$ cat src/rtl/branch_resolve.sv
// rtl/branch_resolve.sv - EX-stage branch resolution, one-shot redirect and mispredict statistics
module branch_resolve #(
    parameter int CNT_W = 32
) (
    input  logic             clk,
    input  logic             rst,
    input  logic [5:0]       stall,
    input  logic             flush,
    input  logic             ex_valid,
    input  logic [31:0]      ex_pc,
    input  logic             ex_is_br,
    input  logic             ex_br_taken,
    input  logic [31:0]      ex_br_target,
    input  logic [32:0]      bp_to_ex_bus,
    output logic [32:0]      br_bus,
    output logic [CNT_W-1:0] br_cnt,
    output logic [CNT_W-1:0] mis_cnt,
    output logic [31:0]      last_mis_pc,
    input  logic             stat_clr
);

    localparam logic [CNT_W-1:0] CNT_MAX = {CNT_W{1'b1}};

    logic        ex_bp_e;
    logic [31:0] ex_bp_target;
    logic        ex_stop;
    logic        live;
    logic        act_taken;
    logic        mis_t;
    logic        mis_n;
    logic        br_e;
    logic [31:0] fall_through;
    logic [31:0] br_target;
    logic        fired;
    logic        leave_ex;
    logic        unused_stall;

    assign ex_bp_e      = bp_to_ex_bus[32];
    assign ex_bp_target = bp_to_ex_bus[31:0];
    // Only the EX slot of the stall vector matters here.
    assign ex_stop      = stall[4];
    assign unused_stall = ^{stall[5], stall[3:0]};

    assign live         = ex_valid & ~flush;
    assign act_taken    = ex_is_br & ex_br_taken;
    assign fall_through = ex_pc + 32'd8;

    // Taken but not predicted, or predicted to the wrong place.
    assign mis_t = live & act_taken & (~ex_bp_e | (ex_bp_target != ex_br_target));
    // Predicted taken but the instruction falls through past its delay slot.
    assign mis_n = live & ex_bp_e & ~act_taken;

    // The guard keeps a stalled mispredict from re-issuing its redirect.
    assign br_e     = (mis_t | mis_n) & ~fired;
    assign leave_ex = live & ~ex_stop;

    // Redirect target, forced to zero whenever no request is raised.
    always_comb begin
        br_target = 32'b0;
        if (br_e) begin
            br_target = mis_t ? ex_br_target : fall_through;
        end
    end

    assign br_bus = {br_e, br_target};

    // One-shot guard: armed when a redirect fires under a hold, dropped once EX moves or flushes.
    always_ff @(posedge clk or negedge rst) begin
        if (!rst) begin
            fired <= 1'b0;
        end else if (!ex_stop || flush) begin
            fired <= 1'b0;
        end else if (br_e) begin
            fired <= 1'b1;
        end
    end

    // Saturating branch counter, bumped as a branch leaves EX.
    always_ff @(posedge clk or negedge rst) begin
        if (!rst) begin
            br_cnt <= '0;
        end else if (stat_clr) begin
            br_cnt <= '0;
        end else if (leave_ex && ex_is_br && br_cnt != CNT_MAX) begin
            br_cnt <= br_cnt + 1'b1;
        end
    end

    // Saturating mispredict counter and PC of the latest mispredict, one update per redirect.
    always_ff @(posedge clk or negedge rst) begin
        if (!rst) begin
            mis_cnt     <= '0;
            last_mis_pc <= 32'b0;
        end else if (stat_clr) begin
            mis_cnt     <= '0;
            last_mis_pc <= 32'b0;
        end else if (br_e) begin
            last_mis_pc <= ex_pc;
            if (mis_cnt != CNT_MAX) begin
                mis_cnt <= mis_cnt + 1'b1;
            end
        end
    end

endmodule

$ cat config.mk
export PLATFORM = sky130hd
export DESIGN_NAME = branch_resolve
export DESIGN_NICKNAME = d
export VERILOG_FILES = /design/src/rtl/branch_resolve.sv
export SDC_FILE = /design/constraint.sdc
export NUM_CORES = 1
export LEC_CHECK = 0
export BUFFER_PORTS_ARGS = -buffer_cell sky130_fd_sc_hd__buf_2
export CORE_ASPECT_RATIO = 2
export CORE_MARGIN = 4
export CORE_UTILIZATION = 40
export DETAILED_ROUTE_END_ITERATION = 8
export MAX_ROUTING_LAYER = met4
export PLACE_DENSITY_LB_ADDON = 0.08
export SLEW_MARGIN = 0
export SYNTH_ARGS = -nofsm -noshare
export SYNTH_HDL_FRONTEND = slang
export SYNTH_SLANG_ARGS = --single-unit
export TNS_END_PERCENT = 30
$ cat constraint.sdc
create_clock -name clk -period 2.24 [get_ports clk]
set_clock_uncertainty 0.2 [all_clocks]
set_input_delay 0.336 -clock clk [delete_from_list [all_inputs] [get_ports clk]]
set_output_delay 0.336 -clock clk [all_outputs]
set_load 0.01 [all_outputs]
==> results.cfg, run 1 <==
[status]
status = complete, but fails checks
violations = negative setup slack

[finish]
n_antenna_cell = 0
num-nets-final = 1275
n_fill_cell = 1533
area_growth_pct = 53.9
multi_input_area_mm2 = 0.00419
drive_gt1_share_pct = 43.4
final_area_mm2 = 0.0101
seqCellArea_mm2 = 0.00243

[logic_synthesis]
yosysTopAreaCell = dfrtp_1
syn-cell-area_mm2 = 0.00655
synth.distinct_cells = 48
async_flop_share_pct = 100
ys_seq_area_share_pct = 37.0
synth_area_leaders = dfrtp_1, nand3_1, a21oi_1
ys_warn_count = 0
syn_nets = 896
syn_inst = 783
ys_ff_latch = 97
synth_edf_count = 0
yosys.area.top_type_share_pct = 37.0
synth_top_flop_cell = dfrtp_1
avgSynthCellArea_um2 = 8.37

[clock_tree]
cts-root-buf = clkbuf_16
cts.htree.levels = 3
worstSkewPairLatency_ns = 0.35
cts.clk_slew.worst_paths_ns = 0.07
clockBufferDepth = 2
cts_tree = built
cts_made_buffers = 9
clock-sinks = 97

[power_and_ir_drop]
p_total_mw = 4.25
max-vdd-ir-drop_mv = 0.421
p_leak_nw = 4.81
power_per_cell_area_mw_per_mm2 = 421

[timing]
fin_crit_ns = 2.64
hold_violations = 0
slew_headroom_pct = 43.1
slew_violations = 0
min_period_over_period_pct = 118
maxClockFrequency_mhz = 379
tightest_slew_ns = 0.854
rsz0062_at_grt = yes
setup_slack_ns = -0.396
setup_viol = 45

[route]
drc = 0
antenna_left = 0
dr.pass1.iters = 4
wl_per_cell_um = 18.3
viasPerCell = 5.54
drtIter0Drc = 226
vias = 7597
drt-total-wl_mm = 25.0

[setup_path]
r2r-start = mis_cnt[0]
worst_setup_path_end_kind = output pin
critPathRequiredTime_ns = 1.70
worst-r2r-cell-count = 8
cp-start-kind = input pin
r2r_end = mis_cnt[28]
crit_fanout = 7
cp_data_arrival_time_ns = 2.10
worst_path_max_delay_cell = nor4_4
regToRegSetupSlack_ns = -0.04
critical_path_class = input pin to output pin
crit_path_cell_trace = buf_8 -> xnor2_4 -> nand4_1 -> nor4_4 -> buf_4 -> nand3_4 -> a21o_1 -> a21oi_2 -> buf_2
cpPeakStageDelay_ns = 0.38

[placement]
dp_hpwl_mm = 19.5
gp_congestion = 0.920
port_buffers = 233
dp_slack_ns = -0.568
postPlaceCellArea_mm2 = 0.00928

[floorplan]
start_util_pct = 40.5
die_height_um = 189
pin_count = 239
rows = 66
core_area_mm2 = 0.0162
fp.dieW_um = 98.5
die_area_mm2 = 0.0186

[min_path]
min_to = fired
min-delay-start = flush
hold_class = input pin to register
hold_depth = 3

[global_route]
grt_pass1_wl_mm = 39.7
grt_pass1_vias = 7922
grt_max_degree = 81
overflow = 0
antenna_found_initial = 0
grt_use_total_pct = 27.4

[run]
max_cap_viol_count = 0
==> stage by stage <==
| stage | cells | util [%] | hold slack (ns) | TNS, ns |
|---|---|---|---|---|
| 2_1_floorplan | 783 | - | -0.160 | -0.0643 |
| 3_3_place_gp | 1350 | 57.3 | 0.144 | -45.48 |
| 3_5_place_dp | 1350 | 57.3 | 0.145 | -46.75 |
| 4_1_cts | 1369 | 61.0 | 0.0348 | -9.93 |
| 5_1_grt | 1371 | 62.3 | 0.0638 | -15.55 |
| 6_report | 1371 | 62.3 | 0.0463 | -11.52 |
==> synth_stat cells (2+ instances only) <==
library cell	count
dfrtp_1	97
nand3_1	91
a21oi_1	78
nor2_1	48
xor2_1	42
nand2_1	40
nand4_1	40
o21ai_0	40
xnor2_1	39
o21ai_1	36
clkbuf_1	30
or4_1	20
and3_1	17
o211a_1	17
o31ai_1	17
or3_1	12
buf_4	11
nor3_1	11
inv_1	10
nor2b_1	10
nor4_1	10
and4_1	9
mux2_1	8
buf_2	7
and2_1	5
buf_1	5
a31oi_1	4
ha_1	3
nand2b_1	3
a311oi_1	2
nand2_2	2
nor3_2	2
nor4_2	2
==> placed cells by master (no fill, tap or decap), types with 7 or more instances in the layout <==
cell,synthesis,layout
a21oi_1,78,65
a21oi_2,0,12
and3_1,17,14
and4_1,9,7
buf_12,0,10
buf_2,7,221
buf_4,11,167
buf_6,0,19
clkbuf_16,0,9
dfrtp_1,97,97
inv_1,10,10
nand2_1,40,38
nand3_1,91,83
nand3_2,1,7
nand4_1,40,40
nor2_1,48,45
nor2b_1,10,10
nor3_2,2,9
nor4_1,10,7
o211a_1,17,17
o21ai_0,40,33
o21ai_1,36,42
o31ai_1,17,17
or3_1,12,11
or4_1,20,16
xnor2_1,39,34
xor2_1,42,42
==> cells by family after synthesis <==
group,after synthesis,synth area share [%]
xor+xnor,81,10.8
mux,8,1.37
fa+ha+maj,3,0.573
flops,97,37.0
buf+inv,64,4.43
simple gates,331,28.1
compound gates,199,17.7
==> metal layers <==
metal | track usage [%] | routed length (µm) | up-vias
met4 | 17.8 | 1740 | 0
met5 | - | 0 | -
met2 | 49.0 | 13400 | 297
li1 | - | - | 3654
met3 | 3.69 | 1250 | 81
met1 | 27.3 | 8600 | 3565
==> what timing repair did <==
action	4_1_cts	5_1_grt
endpoints found under the hold margin	35	0
setup endpoints to repair	85	113
buffers inserted	1	2
pin swaps	22	21
gates cloned	2	0
hold buffers	1	0
resized for setup	45	53
==> critical path, delay by kind of cell <==
| family | cells | cell delay (ns) |
|---|---|---|
| simple gates | 3 | 0.71 |
| xor+xnor | 1 | 0.20 |
| buf+inv | 3 | 0.46 |
| compound gates | 2 | 0.38 |
==> worst max-delay path by stage <==
stage,startpoint,endpoint,cells after the start
floorplan,br_cnt[0],br_cnt[22],7
global placement,bp_to_ex_bus[10],br_bus[4],9
detailed placement,bp_to_ex_bus[10],br_bus[4],9
CTS,ex_br_target[10],br_bus[29],11
global route,bp_to_ex_bus[7],br_bus[4],11
finish,ex_br_target[10],br_bus[3],9
==> area by class of cell <==
type	instances	area share (%)
clock buffer	10	2.37
clock inverter	6	0.893
inverter	11	0.484
multi-input combinational	622	41.5
sequential	97	24.1
tap	204	2.53
timing repair buffer	421	28.2
==> power breakdown <==
group	switching, mW	total (mW)	leakage, nW	internal (mW)
clock	0.703	1.72	0.159	1.01
combinational	0.400	0.737	3.31	0.338
sequential	0.0158	1.79	1.35	1.77
total	1.12	4.25	4.81	3.13
==> state kept, by name, summed over array words and instances, names as in the netlist <==
register	flops
last_mis_pc	32
fired	1
br_cnt	32
mis_cnt	32
No activity file was read; power rests on OpenSTA's default activity.
==> run 2: changes to the inputs <==
--- a/config.mk
+++ b/config.mk
@@ -12,6 +12,7 @@
 export DETAILED_ROUTE_END_ITERATION = 8
 export MAX_ROUTING_LAYER = met4
 export PLACE_DENSITY_LB_ADDON = 0.08
+export SETUP_SLACK_MARGIN = 0.4
 export SLEW_MARGIN = 0
 export SYNTH_ARGS = -nofsm -noshare
 export SYNTH_HDL_FRONTEND = slang
==> results.cfg, run 2 (synthesis gave the netlist of run 1 again) <==
[setup_path]
critical_path_class = input pin to output pin
critical_path.endpoint = br_bus[11]
r2r-start = mis_cnt[1]
critPathRequiredTime_ns = 1.70
regToRegSetupSlack_ns = -0.11
r2r_end = mis_cnt[26]
worst_path_max_delay_cell = nor4_4
cp-start-kind = input pin
cp_top_family = simple AND/OR/NAND/NOR gates
cp-startpoint = ex_br_target[25]
crit_path_cell_trace = buf_8 -> xnor2_4 -> nand4_1 -> nor4_4 -> and3_4 -> buf_6 -> o21ai_0 -> a21oi_1 -> buf_2
cpPeakStageDelay_ns = 0.37
worst-r2r-cell-count = 7
cp_num_cells = 9
cp_data_arrival_time_ns = 2.03
path_buf_inv = 3
worst_setup_path_end_kind = output pin
crit_fanout = 7

[clock_tree]
cts-root-buf = clkbuf_16
cts_tree = built
clock-sinks = 97
cts_made_buffers = 9
cts.clk_slew.worst_paths_ns = 0.06
clockBufferDepth = 2
cts.htree.levels = 3
worstSkewPairLatency_ns = 0.35

[floorplan]
rows = 66
die_height_um = 189
die_area_mm2 = 0.0186
core_area_mm2 = 0.0162
pin_count = 239
start_util_pct = 40.5
fp.dieW_um = 98.5

[finish]
final_cell_mix = buf_2, buf_4, dfrtp_1
final_util_pct = 64.5
top_regs = br_cnt (32), last_mis_pc (32), mis_cnt (32)
seqCellArea_mm2 = 0.00243
num-nets-final = 1283
layout.cells.most_common = buf_2
area_growth_pct = 59.4
multi_input_area_mm2 = 0.00449
n_antenna_cell = 0
final_area_mm2 = 0.0104
drive_gt1_share_pct = 47.1
n_fill_cell = 1485

[route]
viasPerCell = 5.56
drc = 0
dr.pass1.iters = 4
wl_per_cell_um = 18.8
antenna_left = 0
drtIter0Drc = 244
drt-total-wl_mm = 25.9
vias = 7672

[power_and_ir_drop]
p_leak_nw = 4.95
max-vdd-ir-drop_mv = 0.330
power_per_cell_area_mw_per_mm2 = 387

[timing]
setup_viol = 47
finalSetupTns_ns = -10.60
hold_violations = 0
tightest_slew_ns = 0.724
maxClockFrequency_mhz = 390
slew_violations = 0
rsz0062_at_grt = yes
fin_crit_ns = 2.56
slew_headroom_pct = 51.7
setup_slack_ns = -0.323
min_period_over_period_pct = 114

[status]
violations = negative setup slack
status = complete, but fails checks

[placement]
gp_congestion = 0.921
dp_hpwl_mm = 19.7
postPlaceCellArea_mm2 = 0.00917
port_buffers = 233

[global_route]
antenna_found_initial = 0
overflow = 0
grt_use_total_pct = 27.4
grt_pass1_vias = 7814
grt_max_degree = 66
grt_pass1_wl_mm = 39.6

[run]
max_cap_viol_count = 0

[min_path]
hold_class = input pin to register
## run 2: tightest hold or removal path: cells and delay by family
family / cells / cell delay [ns]
AND/OR/NAND/NOR: 1 / 0.10
buffers and inverters: 1 / 0.09
AO/OA/AOI/OAI: 1 / 0.04
## run 2: power by group
group / leakage, nW / switching, mW / internal [mW]
clock network: 0.139 / 0.668 / 0.810
registers: 1.34 / 0.0159 / 1.78
logic: 3.46 / 0.414 / 0.360
## run 2: cell type report
cell class / instances / area share, %
Clock buffer: 13 / 2.49
Timing Repair Buffer: 429 / 28.2
Clock inverter: 3 / 0.144
Sequential cell: 97 / 23.3
Inverter: 11 / 0.467
Multi-Input combinational cell: 622 / 43.0
Tap cell: 204 / 2.44
## run 2: worst min path at each step
stage          startpoint  depth (start not counted)  slack (ns)         end
6_report            flush                          3        0.06       fired
5_1_grt             flush                          3        0.06       fired
4_1_cts             flush                          3        0.05       fired
3_5_place_dp          rst                          1        0.14  mis_cnt[8]
3_3_place_gp          rst                          1        0.14  mis_cnt[8]
2_1_floorplan         rst                          0       -0.16   br_cnt[0]
## run 2: repair_timing
| action | 4_1_cts | 5_1_grt |
|---|---|---|
| setup endpoints to repair | 130 | 130 |
| cloned | 4 | 2 |
| setup buffers | 12 | 9 |
| hold buffers | 1 | 0 |
| pin swaps | 64 | 78 |
| gates resized for setup | 82 | 90 |
| endpoints found under the hold margin | 34 | 0 |
## run 2: through the flow
step	hold slack, ns	cells	setup WS [ns]	total power [mW]
finish	0.0585	1379	-0.323	4.04
global route	0.0614	1379	-0.397	4.19
CTS	0.0499	1368	-0.302	4.02
detailed placement	0.138	1335	-0.566	2.51
global placement	0.141	1335	-0.570	2.50
floorplan	-0.160	783	0.00494	2.09
## run 2: routing by layer
| metal | wire length (µm) | share of wire [%] | vias to the layer above | GRT usage, % |
|---|---|---|---|---|
| li1 | - | - | 3656 | - |
| met1 | 8510 | 33 | 3652 | 26.2 |
| met2 | 14500 | 56 | 289 | 51.5 |
| met3 | 1210 | 4.7 | 75 | 3.76 |
| met4 | 1680 | 6.5 | 0 | 15.1 |
| met5 | 0 | 0 | - | - |
